<file path="src/rtl/demux_sched_pkg.sv">
// Shared types and constants for the 1-to-8 round-robin demux scheduler.
//   NCH   : number of output channels (fixed at 8)
//   SEL_W : width of the channel select index
//   CNT_W : width of the optional dispatch counter
//   state_t : scheduler states IDLE / ARB / SEND
package demux_sched_pkg;

  localparam int unsigned NCH   = 8;
  localparam int unsigned SEL_W = 3;
  localparam int unsigned CNT_W = 16;

  typedef enum logic [1:0] {
    IDLE = 2'd0,
    ARB  = 2'd1,
    SEND = 2'd2
  } state_t;

  // One-hot channel vector for a select index.
  function automatic logic [NCH-1:0] sel_onehot(input logic [SEL_W-1:0] idx);
    sel_onehot = NCH'(1) << idx;
  endfunction

endpackage

</file>
<file path="src/rtl/rr_pick8.sv">
// Combinational round-robin picker over an 8-bit mask.
//   mask  : candidate channels
//   start : index scanned first; scan continues start+1, ... modulo 8
//   idx   : first set channel found in scan order (0 when none)
//   found : at least one mask bit is set
module rr_pick8
  import demux_sched_pkg::*;
(
  input  logic [NCH-1:0]   mask,
  input  logic [SEL_W-1:0] start,
  output logic [SEL_W-1:0] idx,
  output logic             found
);

  // Walk the scan order and latch the first hit; the 3-bit add wraps 7->0.
  always_comb begin
    idx   = '0;
    found = 1'b0;
    for (int unsigned i = 0; i < NCH; i++) begin
      if (!found && mask[start + SEL_W'(i)]) begin
        idx   = start + SEL_W'(i);
        found = 1'b1;
      end
    end
  end

endmodule

</file>
<file path="src/rtl/demux1x8_rr_scheduler.sv">
// Round-robin scheduler for a 1-to-8 demux datapath. Accepts one item on a
// valid/ready input, picks an enabled channel starting at the rr pointer,
// and holds the item on the broadcast bus until that channel accepts it.
//   clk, rst     : clock, synchronous active-high reset
//   in_valid/in_data/in_ready : upstream handshake
//   ch_en        : per-channel enable mask, sampled while arbitrating
//   out_ready    : per-channel accept
//   out_valid    : one-hot valid to the selected channel, or zero
//   out_data     : held item, broadcast to all channels
//   sel          : demux select of the current or last-served channel
//   busy         : scheduler is not idle
// Optional (DEMUX1X8_RR_SCHEDULER_CNT_EN defined):
//   cnt_clr      : synchronous counter clear, wins over a same-cycle count
//   dispatch_cnt : completed-transfer count, wraps at 16 bits
module demux1x8_rr_scheduler
  import demux_sched_pkg::*;
#(
  parameter int unsigned DATA_W = 1
)
(
  input  logic              clk,
  input  logic              rst,
`ifdef DEMUX1X8_RR_SCHEDULER_CNT_EN
  input  logic              cnt_clr,
  output logic [CNT_W-1:0]  dispatch_cnt,
`endif
  input  logic              in_valid,
  input  logic [DATA_W-1:0] in_data,
  output logic              in_ready,
  input  logic [NCH-1:0]    ch_en,
  input  logic [NCH-1:0]    out_ready,
  output logic [NCH-1:0]    out_valid,
  output logic [DATA_W-1:0] out_data,
  output logic [SEL_W-1:0]  sel,
  output logic              busy
);

  state_t             state;
  logic [SEL_W-1:0]   ptr;
  logic [DATA_W-1:0]  hold;
  logic [SEL_W-1:0]   pick_idx;
  logic               pick_found;
  logic               xfer_done;

  rr_pick8 u_pick (
    .mask  (ch_en),
    .start (ptr),
    .idx   (pick_idx),
    .found (pick_found)
  );

  assign xfer_done = (state == SEND) && out_ready[sel];

  // Scheduler FSM; out_valid is loaded with the SEND one-hot on entry so it
  // is a plain register that cannot retract until the transfer completes.
  always_ff @(posedge clk) begin
    if (rst) begin
      state     <= IDLE;
      ptr       <= '0;
      sel       <= '0;
      hold      <= '0;
      out_valid <= '0;
    end else begin
      case (state)
        IDLE: begin
          if (in_valid) begin
            hold  <= in_data;
            state <= ARB;
          end
        end
        ARB: begin
          if (pick_found) begin
            sel       <= pick_idx;
            out_valid <= sel_onehot(pick_idx);
            state     <= SEND;
          end
        end
        SEND: begin
          if (xfer_done) begin
            ptr       <= sel + SEL_W'(1);
            out_valid <= '0;
            state     <= IDLE;
          end
        end
        default: begin
          out_valid <= '0;
          state     <= IDLE;
        end
      endcase
    end
  end

  // in_ready is held low through reset so nothing is taken while flushing.
  assign in_ready = (state == IDLE) && !rst;
  assign busy     = (state != IDLE);
  assign out_data = hold;

`ifdef DEMUX1X8_RR_SCHEDULER_CNT_EN
  // Completed-transfer counter; clear has priority over increment.
  always_ff @(posedge clk) begin
    if (rst || cnt_clr) begin
      dispatch_cnt <= '0;
    end else if (xfer_done) begin
      dispatch_cnt <= dispatch_cnt + CNT_W'(1);
    end
  end
`endif

endmodule

</file>
<file path="config.mk">
export PLATFORM = sky130hd
export DESIGN_NAME = demux1x8_rr_scheduler
export DESIGN_NICKNAME = d
export VERILOG_FILES = /design/src/rtl/demux_sched_pkg.sv /design/src/rtl/rr_pick8.sv /design/src/rtl/demux1x8_rr_scheduler.sv
export SDC_FILE = /design/constraint.sdc
export NUM_CORES = 1
export LEC_CHECK = 0
export ABC_AREA = 1
export ABC_CLOCK_PERIOD_IN_PS = 7340
export CAP_MARGIN = 20
export CORE_AREA = 2 2 56 58
export CTS_CLUSTER_DIAMETER = 40
export DETAILED_ROUTE_END_ITERATION = 7
export DIE_AREA = 0 0 58 60
export PLACE_DENSITY = 0.93
export RECOVER_POWER = 100
export SLEW_MARGIN = 20
export SYNTH_ARGS = -nofsm -noshare
export SYNTH_HDL_FRONTEND = slang
export SYNTH_SLANG_ARGS = --single-unit
</file>
<file path="constraint.sdc">
create_clock -name clk -period 7.34 [get_ports clk]
set_input_delay 2.202 -clock clk [delete_from_list [all_inputs] [get_ports clk]]
set_output_delay 2.202 -clock clk [all_outputs]
set_load 0.005 [all_outputs]
</file>
Word-level counts from Yosys, hierarchy flattened
Index checks and enable logic that the tools add are counted.
Widths: inputs -> output; s select.
{"block": "word_totals", "input_bits": 20, "register_bits": 17, "word_cells": 94}
{"block": "classes", "add_sub_neg": 8, "eq_ne": 5, "reduce_logical": 24, "shifts": 1, "bitwise": 1, "magnitude_cmp": 9, "n_mux": 41}
{"cell": "$lt 3x4->1 const B", "n": 9}
{"cell": "$bmux 1 s3", "n": 9}
{"cell": "$mux 3", "n": 8}
{"cell": "$pmux 8 s3", "n": 1}
{"cell": "$mux 1", "n": 17}
{"cell": "$mux 8", "n": 2}
{"cell": "$add 3x3->3 const B", "n": 4}
{"cell": "$logic_and 1x1->1", "n": 9}
{"cell": "$logic_not 1->1", "n": 8}
{"cell": "$shl 1x3->8 const A", "n": 1}
{"cell": "$add 3x1->3 const B", "n": 2}
{"cell": "$add 3x2->3 const B", "n": 2}
{"cell": "$mux 2", "n": 3}
{"cell": "$ne 2x2->1 const B", "n": 3}
{"cell": "$pmux 2 s3", "n": 1}
{"cell": "$reduce_and 2->1", "n": 3}
{"cell": "$reduce_and 3->1", "n": 2}
{"cell": "$eq 2x1->1 const B", "n": 1}
{"cell": "$eq 2x2->1 const B", "n": 1}
{"cell": "$logic_not 2->1", "n": 1}
{"cell": "$reduce_bool 2->1", "n": 1}
{"cell": "$not 1->1", "n": 1}

Logic depth before layout (Yosys ltp)
Gate-level depths: netlist of the first run.
{"block": "logic_depth", "ltp_word": 27, "ltp_mapped": 18, "depth_no_buf": 16}

Modules after synthesis
Synthesis of the first run repeated with hierarchy kept, for this count alone.
{"block": "unflattened", "hier_cells": 272, "hier_area_um2": 1779.2}
{"module": "rr_pick8", "cells_each": 135, "n_inst": 1, "area_per_inst_um2": 899.6}
{"module": "demux1x8_rr_scheduler", "cells_each": 137, "n_inst": 1, "area_per_inst_um2": 879.6}

Worst setup path after synthesis of the first run
No wires, ideal clock.
{"block": "synth_timing", "path_type": "input-to-output", "start": "input rst", "end": "output in_ready", "cell_stages": 2, "required_time_ns": 5.138, "n_path_buf": 1, "arrival_time_ns": 2.545, "path_slack_ns": 2.593, "cell_sequence": "clkbuf_1 -> nor2_1"}
{"block": "synth_between", "elab_chain_len": 2}
{"element": "from (decl)", "line_no": "demux1x8_rr_scheduler.sv:22", "rtl": "input logic rst,"}
{"element": "$logic_not 1->1", "line_no": "demux1x8_rr_scheduler.sv:94", "rtl": "assign in_ready = (state == IDLE) && !rst;"}
{"element": "$logic_and 1x1->1", "line_no": "demux1x8_rr_scheduler.sv:94"}
{"element": "to (decl)", "line_no": "demux1x8_rr_scheduler.sv:29", "rtl": "output logic in_ready,"}
No other way between the ends.

Worst setup path after layout of the first run
Ends and elaborated chain as after synthesis.

==> summary.md, run 1 <==
| Metric | Value |
|---|---|
| Outcome | `completed` |
| Total global routing overflow | `0` |
| Max transition margin | `60.05%` |
| Hold Path Depth | `2` |
| Setup TNS | `0 ns` |
| Area taken by multi-input logic gates | `1023 sq um` |
| Post-route setup slack | `1.464 ns` |
| Row count | `20` |
| Pwr per Cell Area | `149.4 nW/um^2` |
| Root buffer cell | `clkbuf_4` |
| Io pins | `34` |
| P&R area growth vs syn | `20.50%` |
| # resized after CTS | `0` |
| Register bit count reported by yosys | `17` |
| Share of cells above drive strength 1 | `13.31%` |
| Antenna violations before repair | `0` |
| Avg Cell Area, Syn | `6.684 sq um` |
| DR vias | `1666` |
| Setup CP Type | `in2out` |
| Worst reg2reg path depth | `16` |
| Clock Path Buffers | `2` |
| Detailed Place HPWL | `2943 um` |
| Port bufs | `33` |
| Gp weighted congestion | `0.8842` |
| Largest net degree at the start of global routing | `14` |
| Nets | `287` |
| Pre-CTS setup slack | `1.622 ns` |
| CTS buffer count | `3` |
| Switching share of power | `40.87%` |
| Syn Nets | `254` |
| Seq/Total Area, Yosys | `22.04%` |
| Max-cap viol count | `0` |
| Wirelength per Cell | `12.44 um` |
| Internal | `164.3 uW` |
| Die Wd | `58 um` |
| DRT iter0 DRCs | `57` |
| Worst VDD drop | `0.0001195 V` |
| Leakage power | `0.8690 nW` |
| Clock Latency Late Sink | `0.30 ns` |
| Core area | `2903 sq um` |
| Clock transition at path regs | `0.10 ns` |
| Total Routing Usage GR | `22.13%` |
| Synthesized instance count | `231` |
| Synth warn | `0` |
| Via density | `5.628` |
| CP arrival | `3.67 ns` |
| Worst EP required | `5.14 ns` |
| Crit Path Max Fanout | `13` |
| Die Area | `3480 sq um` |
| Number of max-slew violations in the final report | `0` |
| Worst min path class | `reg2reg` |
| Critical path endpoint category | `output port` |
| Clk network pwr share | `18.0%` |
| Count of different cell masters after synthesis | `34` |
| TritonRoute pass-1 iters | `4` |
| Max Fclk | `0.1702 GHz` |
| Setup bufs post-CTS | `0` |
| Fill cell count | `247` |
| Tmin final | `5.876 ns` |
| Hold buffers post-CTS | `0` |
| Sink Count | `17` |
| Sequential Area | `340.3 sq um` |
| CTS H-Tree Depth | `1` |
| DRC viols | `0` |
| CTS tree | `done` |
| Final hold vios | `0` |
| First-pass GRT wire length | `6099 um` |
| Worst-margin pin slew | `0.5970 ns` |
| Die H | `60 um` |
| Crit start category | `primary input` |
| RSZ-0062 raised after global routing | `no` |
| Vias in the first global route | `1519` |
| Seq pwr share | `37.3%` |
| Switching pwr | `113.6 uW` |
| Final ANT Viol Nets | `0` |
| ANT cells | `0` |
| Clock skew | `0.006927 ns` |
| Setup violators final | `0` |
| Fin crit share | `80.05%` |
| WL final | `3681 um` |
| Initial core utilization | `53.19%` |
| Logic pwr share | `44.7%` |
| Synthesized area | `1544 sq um` |
## area by class of cell
| cell class | count | share of cell area (%) |
|---|---|---|
| multi-input combinational | 184 | 55.01 |
| clock buffer | 3 | 1.210 |
| inverter | 25 | 5.245 |
| clock inverter | 1 | 0.2690 |
| tap | 33 | 2.219 |
| sequential | 17 | 18.29 |
| timing repair buffer | 33 | 17.75 |
## critical path, stage by stage
cell and delay (ns):
dlygate4sd3_1 0.80, nor2_1 0.08, dlygate4sd3_1 0.58
## kinds of logic after synthesis
group           count (synthesis)  synth area share [%]
xor+xnor                        5                 2.837
buf+inv                        30                 9.237
fa+ha+maj                       3                 2.431
compound gates                 35                 13.78
simple gates                  140                 49.03
flops                          17                 22.04
mux                             1                0.6483
## registers in the layout, indices dropped and copies added (netlist names)
signal	count
sel	3
out_valid	8
ptr	3
state	2
out_data	1
## layout by cell type (no fill, tap or decap)
| master | Yosys | layout |
|---|---|---|
| a21boi_0 | 1 | 1 |
| a21oi_1 | 18 | 18 |
| a31oi_1 | 1 | 1 |
| a31oi_4 | 1 | 1 |
| clkbuf_4 | 0 | 3 |
| clkdlybuf4s50_1 | 0 | 16 |
| clkinv_2 | 1 | 2 |
| dfxtp_1 | 17 | 17 |
| dlygate4sd3_1 | 0 | 17 |
| ha_1 | 3 | 3 |
| inv_1 | 18 | 20 |
| inv_2 | 5 | 3 |
| inv_4 | 1 | 1 |
| mux2i_1 | 1 | 1 |
| nand2_1 | 52 | 53 |
| nand2_2 | 7 | 6 |
| nand2_4 | 5 | 5 |
| nand3_1 | 37 | 37 |
| nand3_2 | 8 | 8 |
| nand3b_1 | 1 | 1 |
| nand4_1 | 4 | 4 |
| nand4_2 | 1 | 1 |
| nand4_4 | 1 | 1 |
| nor2_1 | 19 | 22 |
| nor2_2 | 3 | 2 |
| o211ai_1 | 1 | 1 |
| o21ai_0 | 9 | 9 |
| o21ai_2 | 2 | 2 |
| o221ai_1 | 1 | 1 |
| o32ai_1 | 1 | 1 |
| xnor2_1 | 2 | 2 |
| xor2_1 | 3 | 3 |
## layer usage
metal	vias to the layer above	share of wire (%)	wire length [um]	GRT usage [%]
met1	756	42	1554	24.37
li1	839	-	-	-
met4	0	1.2	43	10.96
met2	64	52	1899	41.72
met3	7	5.0	183	2.597
met5	-	0	0	0
## path summary, 6_finish.rpt
check / slack (ns) / startpoint / to
max: 1.46 / rst / in_ready
min: 0.47 / out_valid[3] / out_valid[3]
max reg2reg: 3.77 / ptr[0] / out_valid[6]
min reg2reg: 0.47 / out_valid[3] / out_valid[3]
## stage by stage
step	cell area, sq um	instances	power [mW]	hold slack [ns]	utilization [%]
floorplan	1544	231	0.2003	0.4555	-
global placement	1871	292	0.2331	0.4500	64.44
detailed placement	1871	292	0.2371	0.4580	64.44
CTS	1898	296	0.2849	0.4713	65.39
global route	1861	296	0.2972	0.4848	64.09
finish	1861	296	0.2779	0.4689	64.09
## synth_stat cells
| cell | n | area (sq um) |
|---|---|---|
| dfxtp_1 | 17 | 340.3 |
| o32ai_1 | 1 | 8.760 |
| nand2_4 | 5 | 56.30 |
| o211ai_1 | 1 | 7.510 |
| buf_6 | 1 | 11.26 |
| clkinv_2 | 1 | 5.000 |
| nand2_2 | 7 | 43.79 |
| a31oi_4 | 1 | 21.27 |
| nand4_4 | 1 | 21.27 |
| inv_4 | 1 | 6.260 |
| nor2_2 | 3 | 18.77 |
| a21boi_0 | 1 | 7.510 |
| ha_1 | 3 | 37.54 |
| nand3b_1 | 1 | 7.510 |
| a21oi_1 | 18 | 90.09 |
| nand3_1 | 37 | 185.2 |
| nand4_1 | 4 | 25.02 |
| nand4_2 | 1 | 12.51 |
| buf_8 | 1 | 15.01 |
| inv_2 | 5 | 18.77 |
| inv_1 | 18 | 67.56 |
| nor2_1 | 19 | 71.32 |
| mux2i_1 | 1 | 10.01 |
| xor2_1 | 3 | 26.28 |
| a31oi_1 | 1 | 6.260 |
| nor2_8 | 2 | 40.04 |
| o21ai_2 | 2 | 17.52 |
| xnor2_1 | 2 | 17.52 |
| clkbuf_1 | 1 | 3.750 |
| o221ai_1 | 1 | 8.760 |
| buf_4 | 2 | 15.01 |
| o21ai_0 | 9 | 45.04 |
| nand2_1 | 52 | 195.2 |
| nand3_2 | 8 | 80.08 |
## power groups by stage
stage | registers (mW) | logic [mW] | clock network (mW)
global placement | 0.106 | 0.128 | 0
global route | 0.104 | 0.139 | 0.0537
floorplan | 0.103 | 0.0972 | 0
CTS | 0.104 | 0.132 | 0.0490
detailed placement | 0.106 | 0.131 | 0
finish | 0.104 | 0.124 | 0.0499
Note: power is estimated with default switching activity, not from simulation.
==> run 2, diff against run 1 <==
Settings changed: ABC_CLOCK_PERIOD_IN_PS 7340 to 5100, CORE_AREA 2 2 56 58 to 2 2 61 63, DIE_AREA 0 0 58 60 to 0 0 63 65, PLACE_DENSITY 0.93 to 0.84.
Clock period 7.34 ns to 5.1 ns, I/O delays scaled along.
==> summary.md, run 2 (synthesized netlist as in run 1, its figures left out) <==
| Metric | Value |
|---|---|
| Pwr per Cell Area | `212.2 nW/um^2 (+42%)` |
| Most flops, register | `out_valid` |
| Worst-margin pin slew | `0.5701 ns (-0.02688 ns)` |
| Tmin final | `4.184 ns` |
| Non-filler cells, final | `312 (+5.4%)` |
| CTS tree | `done` |
| Port bufs | `33 (unchanged)` |
| Nets | `288 (+0.35%)` |
| Gp weighted congestion | `0.8725 (-1.3%)` |
| Worst EP required | `3.57 ns (-1.57 ns)` |
| Max-cap viol count | `0 (unchanged)` |
| Hold buffers post-CTS | `0 (unchanged)` |
| Critical path endpoint category | `output port` |
| CTS H-Tree Depth | `1 (unchanged)` |
| Total global routing overflow | `0 (unchanged)` |
| FF-to-FF End | `out_valid[6]` |
| Setup violators final | `0 (unchanged)` |
| Origin of the worst setup path | `rst` |
| CP endpoint | `in_ready` |
| Leakage power | `0.8672 nW (-0.21%)` |
| WL final | `3615 um (-1.8%)` |
| Fin crit share | `82.04%` |
| Max Fclk | `0.2390 GHz` |
| Commonest non-fill, non-tap cell in the layout | `nand2_1` |
| Most frequent cells in the layout | `53 x nand2_1, 37 x nand3_1, 22 x nor2_1` |
| Vias in the first global route | `1482 (-2.4%)` |
| Final ANT Viol Nets | `0 (unchanged)` |
| Largest net degree at the start of global routing | `14 (unchanged)` |
| # placed instances | `308 (+5.5%)` |
| Levels on crit path | `3 (unchanged)` |
| CTS buffer count | `3 (unchanged)` |
| Clock skew | `0.005916 ns (-0.001012 ns)` |
| TritonRoute pass-1 iters | `4 (unchanged)` |
| Die Wd | `63 um (+8.6%)` |
| Setup CP Type | `in2out` |
| Max transition margin | `61.85% (+1.8 points)` |
| Die H | `65 um (+8.3%)` |
| CP arrival | `2.65 ns (-1.02 ns)` |
| Detailed Place HPWL | `2837 um (-3.6%)` |
| P&R area growth vs syn | `21.88%` |
| Setup bufs post-CTS | `0 (unchanged)` |
| Top Registers | `out_valid (8), ptr (3), sel (3)` |
| DR vias | `1654 (-0.72%)` |
| Critical path's slowest cell | `dlygate4sd3_1` |
| Initial core utilization | `44.17% (-9.0 points)` |
| First-pass GRT wire length | `6168 um (+1.1%)` |
| Setup TNS | `0 ns (unchanged)` |
| Core area | `3496 sq um (+20%)` |
| Crit start category | `primary input` |
| DRT iter0 DRCs | `67 (+18%)` |
| ANT cells | `0 (unchanged)` |
| Total Routing Usage GR | `18.71% (-3.4 points)` |
| Hold path start | `out_valid[2]` |
| Largest delay share family, worst path | `buffers and inverters` |
| Io pins | `34 (unchanged)` |
| Antenna violations before repair | `0 (unchanged)` |
| Worst reg2reg path depth | `16 (unchanged)` |
| Clock transition at path regs | `0.09 ns (about the same)` |
| Clock Latency Late Sink | `0.30 ns (about the same)` |
| Crit Path Max Fanout | `2 (-11)` |
| # resized after CTS | `0 (unchanged)` |
| Max FFs per register | `8 (unchanged)` |
| Critical-path cell list | `clkdlybuf4s50_1, nor2_1, dlygate4sd3_1` |
| Die Area | `4095 sq um (+18%)` |
| Clock Path Buffers | `2 (unchanged)` |
| Sink Count | `17 (unchanged)` |
| Crit path largest cell delay | `0.57 ns (-0.23 ns)` |
| Wirelength per Cell | `11.59 um (-6.8%)` |
| Root buffer cell | `clkbuf_4` |
| Via density | `5.301 (-5.8%)` |
| RSZ-0062 raised after global routing | `no` |
| Worst min path class | `reg2reg` |
| Number of max-slew violations in the final report | `0 (unchanged)` |
| DRC viols | `0 (unchanged)` |
| Reg2reg start | `ptr[0]` |
| R2R Setup Slk | `1.56 ns (-2.21 ns)` |
| Share of cells above drive strength 1 | `12.88% (-0.43 points)` |
| Outcome | `completed` |
| Worst VDD drop | `0.0001318 V (+10%)` |
| Row count | `22 (+10%)` |
| Final hold vios | `0 (unchanged)` |
| Buf+Inv Stages, Crit Path | `2 (unchanged)` |
run 2: changes by cell type in the layout (fill, tap and decap cells not counted):
| cell | delta |
|---|---|
| clkdlybuf4s50_1 | +1 |
| clkbuf_1 | +2 |
| dlygate4sd3_1 | -1 |
| clkinv_2 | -1 |
run 2: area by class of cell:
cell class	instances	area (sq um)
Multi-Input combinational cell	184	1023
Inverter	25	97.59
Timing Repair Buffer	34	334.1
Fill cell	361	1614
Tap cell	48	60.06
Sequential cell	17	340.3
Clock buffer	4	26.28
run 2: through the flow:
step | hold WS [ns] | instance area, sq um | setup WS [ns] | total power, mW | util, %
after floorplan | 0.4555 | 1544 | 1.698 | 0.2882 | -
after global placement | 0.4554 | 1897 | 0.9581 | 0.3372 | 54.26
after detailed placement | 0.4575 | 1897 | 0.9907 | 0.3401 | 54.26
after CTS | 0.4723 | 1923 | 0.9726 | 0.4140 | 55.01
after global routing | 0.4843 | 1882 | 0.7894 | 0.4308 | 53.83
final | 0.4655 | 1882 | 0.9161 | 0.3994 | 53.83
run 2: report_power, final:
part / total (mW) / internal [mW] / switching (mW)
sequential: 0.149 / 0.140 / 0.00948
combinational: 0.177 / 0.0678 / 0.109
clock: 0.0730 / 0.0306 / 0.0424
run 2: worst min path at each step:
stage / to / cells past startpoint / slack (ns)
2_1_floorplan: out_data / 2 / 0.46
3_3_place_gp: out_valid[2] / 2 / 0.46
3_5_place_dp: out_valid[5] / 2 / 0.46
4_1_cts: out_valid[5] / 2 / 0.47
5_1_grt: out_valid[2] / 2 / 0.48
6_report: out_valid[2] / 2 / 0.47
run 2: worst register-to-register path: cells and delay by family (launching register included):
family / cells / cell delay [ns]
and+or+nand+nor: 10 / 1.69
DFF: 1 / 0.62
buffers and inverters: 4 / 0.56
adders and majority gates: 1 / 0.47
AOI/OAI and AO/OA: 1 / 0.07
run 2: per-layer routing:
metal / vias up / global-route usage (%) / routed length [um]
met1: 751 / 21.40 / 1614
met4: 0 / 12.50 / 68
met2: 58 / 33.24 / 1736
met5: - / 0 / 0
li1: 839 / - / -
met3: 6 / 1.563 / 196
==> run 3, diff against run 2 <==
Settings changed: ABC_CLOCK_PERIOD_IN_PS 5100 to 3870, CORE_AREA 2 2 61 63 to 2 2 59 61, DIE_AREA 0 0 63 65 to 0 0 61 63, PLACE_DENSITY 0.84 to 0.86.
Clock period 5.1 ns to 3.87 ns, I/O delays scaled along.
==> summary.md, run 3 (synthesized netlist as in run 1, its figures left out) <==
| Metric | Value |
|---|---|
| Max transition margin | `62.50% (+0.65 points)` |
| Most frequent cells in the layout | `53 x nand2_1, 38 x nand3_1, 20 x nor2_1` |
| CTS tree | `done` |
| Max Fclk | `0.2873 GHz` |
| Detailed Place HPWL | `2821 um (-0.57%)` |
| Worst-margin pin slew | `0.5604 ns (-0.009654 ns)` |
| Root buffer cell | `clkbuf_4` |
| Placed Area | `1894 sq um (-0.13%)` |
| Outcome | `completed` |
| Seq pwr share | `37.0% (-0.4 points)` |
| Initial core utilization | `47.77% (+3.6 points)` |
| Hold buffers post-CTS | `0 (unchanged)` |
| Die H | `63 um (-3.1%)` |
| Crit Path Max Fanout | `2 (unchanged)` |
| Gp weighted congestion | `0.9138 (+4.7%)` |
| DRC viols | `0 (unchanged)` |
| Commonest non-fill, non-tap cell in the layout | `nand2_1` |
| DRT iter0 DRCs | `74 (+10%)` |
| Fin crit share | `89.93%` |
| Setup violators final | `0 (unchanged)` |
| Critical path endpoint category | `output port` |
| Final hold vios | `0 (unchanged)` |
| Non-filler cells, final | `310 (-0.64%)` |
| WL final | `3397 um (-6.0%)` |
| Clk network pwr share | `17.5% (-0.8 points)` |
| TritonRoute pass-1 iters | `4 (unchanged)` |
| DR vias | `1576 (-4.7%)` |
| Final Cell Area | `1894 sq um (+0.67%)` |
| Number of max-slew violations in the final report | `0 (unchanged)` |
| Port bufs | `33 (unchanged)` |
| Nets | `288 (unchanged)` |
| Vias in the first global route | `1505 (+1.6%)` |
| Total Routing Usage GR | `20.14% (+1.4 points)` |
| Most flops, register | `out_valid` |
| Clock transition at path regs | `0.10 ns (about the same)` |
| # resized after CTS | `0 (unchanged)` |
| Clock Latency Late Sink | `0.29 ns (about the same)` |
| Origin of the worst setup path | `rst` |
| RSZ-0062 raised after global routing | `no` |
| Pwr per Cell Area | `280.1 nW/um^2 (+32%)` |
| Antenna violations before repair | `0 (unchanged)` |
| Io pins | `34 (unchanged)` |
| Tmin final | `3.480 ns` |
| Wirelength per Cell | `10.96 um (-5.4%)` |
| Reg2reg start | `ptr[0]` |
| Setup CP Type | `in2out` |
| Worst min path class | `reg2reg` |
| Max-cap viol count | `0 (unchanged)` |
| Hold path start | `out_data` |
| Pre-CTS setup slack | `0.5094 ns (-0.4813 ns)` |
| ANT cells | `0 (unchanged)` |
| Total global routing overflow | `0 (unchanged)` |
| Setup TNS | `0 ns (unchanged)` |
| R2R Setup Slk | `0.60 ns (-0.96 ns)` |
| Max FFs per register | `8 (unchanged)` |
| Clock Path Buffers | `2 (unchanged)` |
| Clock skew | `0.004981 ns (-0.0009346 ns)` |
| Worst EP required | `2.71 ns (-0.86 ns)` |
| Setup bufs post-CTS | `0 (unchanged)` |
| CTS H-Tree Depth | `1 (unchanged)` |
| Crit start category | `primary input` |
| Logic pwr share | `45.5% (+1.1 points)` |
| Post-route setup slack | `0.3895 ns (-0.5266 ns)` |
| Core area | `3232 sq um (-7.6%)` |
| P&R area growth vs syn | `22.69%` |
| Switching share of power | `40.66% (+0.29 points)` |
| Row count | `21 (-4.5%)` |
| Via density | `5.084 (-4.1%)` |
| Internal | `314.9 uW (+32%)` |
| Worst VDD drop | `0.0001669 V (+27%)` |
| Die Wd | `61 um (-3.2%)` |
| Leakage power | `0.8748 nW (+0.88%)` |
| First-pass GRT wire length | `6292 um (+2.0%)` |
| Switching pwr | `215.8 uW (+34%)` |
| Largest net degree at the start of global routing | `14 (unchanged)` |
| CP arrival | `2.32 ns (-0.33 ns)` |
| Die Area | `3843 sq um (-6.2%)` |
| Final ANT Viol Nets | `0 (unchanged)` |
| Sink Count | `17 (unchanged)` |
| # placed instances | `306 (-0.65%)` |
| Total power | `530.6 uW (+33%)` |
| Fill cell count | `309 (-14%)` |
| CTS buffer count | `3 (unchanged)` |
| Top Registers | `out_valid (8), ptr (3), sel (3)` |
| Share of cells above drive strength 1 | `14.02% (+1.1 points)` |
-- run 3: worst paths after layout --
kind	depth (start not counted)	end
setup / recovery	3	in_ready
hold / removal	2	out_data
setup reg to reg	16	out_valid[5]
hold reg to reg	2	out_data
-- run 3: layer usage --
metal | track usage (%) | wire, um
met1 | 28.73 | 1604
met2 | 32.80 | 1700
met3 | 1.863 | 91
met4 | 3.533 | 0
met5 | 0 | 0
-- run 3: metrics by stage --
step | hold WS (ns) | utilization, %
after floorplan | 0.4555 | -
after global placement | 0.4500 | 58.61
after detailed placement | 0.4555 | 58.61
after CTS | 0.4727 | 59.47
after global routing | 0.4963 | 58.61
final | 0.4653 | 58.61
-- run 3: critical path, cell delays in order --
cell	delay (ns)
dlygate4sd3_1	0.56
nor2_1	0.11
clkdlybuf4s50_1	0.50
-- run 3: final cells by class --
| cell class | instances | area (sq um) | area share, % |
|---|---|---|---|
| multi-input combinational | 184 | 1037 | 54.76 |
| sequential | 17 | 340.3 | 17.97 |
| timing repair buffer | 34 | 334.1 | 17.64 |
| inverter | 25 | 97.59 | 5.152 |
| tap | 46 | 57.56 | 3.038 |
| clock buffer | 3 | 22.52 | 1.189 |
| clock inverter | 1 | 5.005 | 0.2642 |
-- run 3: power by group through the flow --
| stage | registers [mW] | logic [mW] | clock network [mW] |
|---|---|---|---|
| global placement | 0.200 | 0.245 | 0 |
| finish | 0.196 | 0.242 | 0.0930 |
| floorplan | 0.195 | 0.184 | 0 |
| detailed placement | 0.201 | 0.249 | 0 |
| CTS | 0.197 | 0.250 | 0.0970 |
| global route | 0.198 | 0.272 | 0.104 |
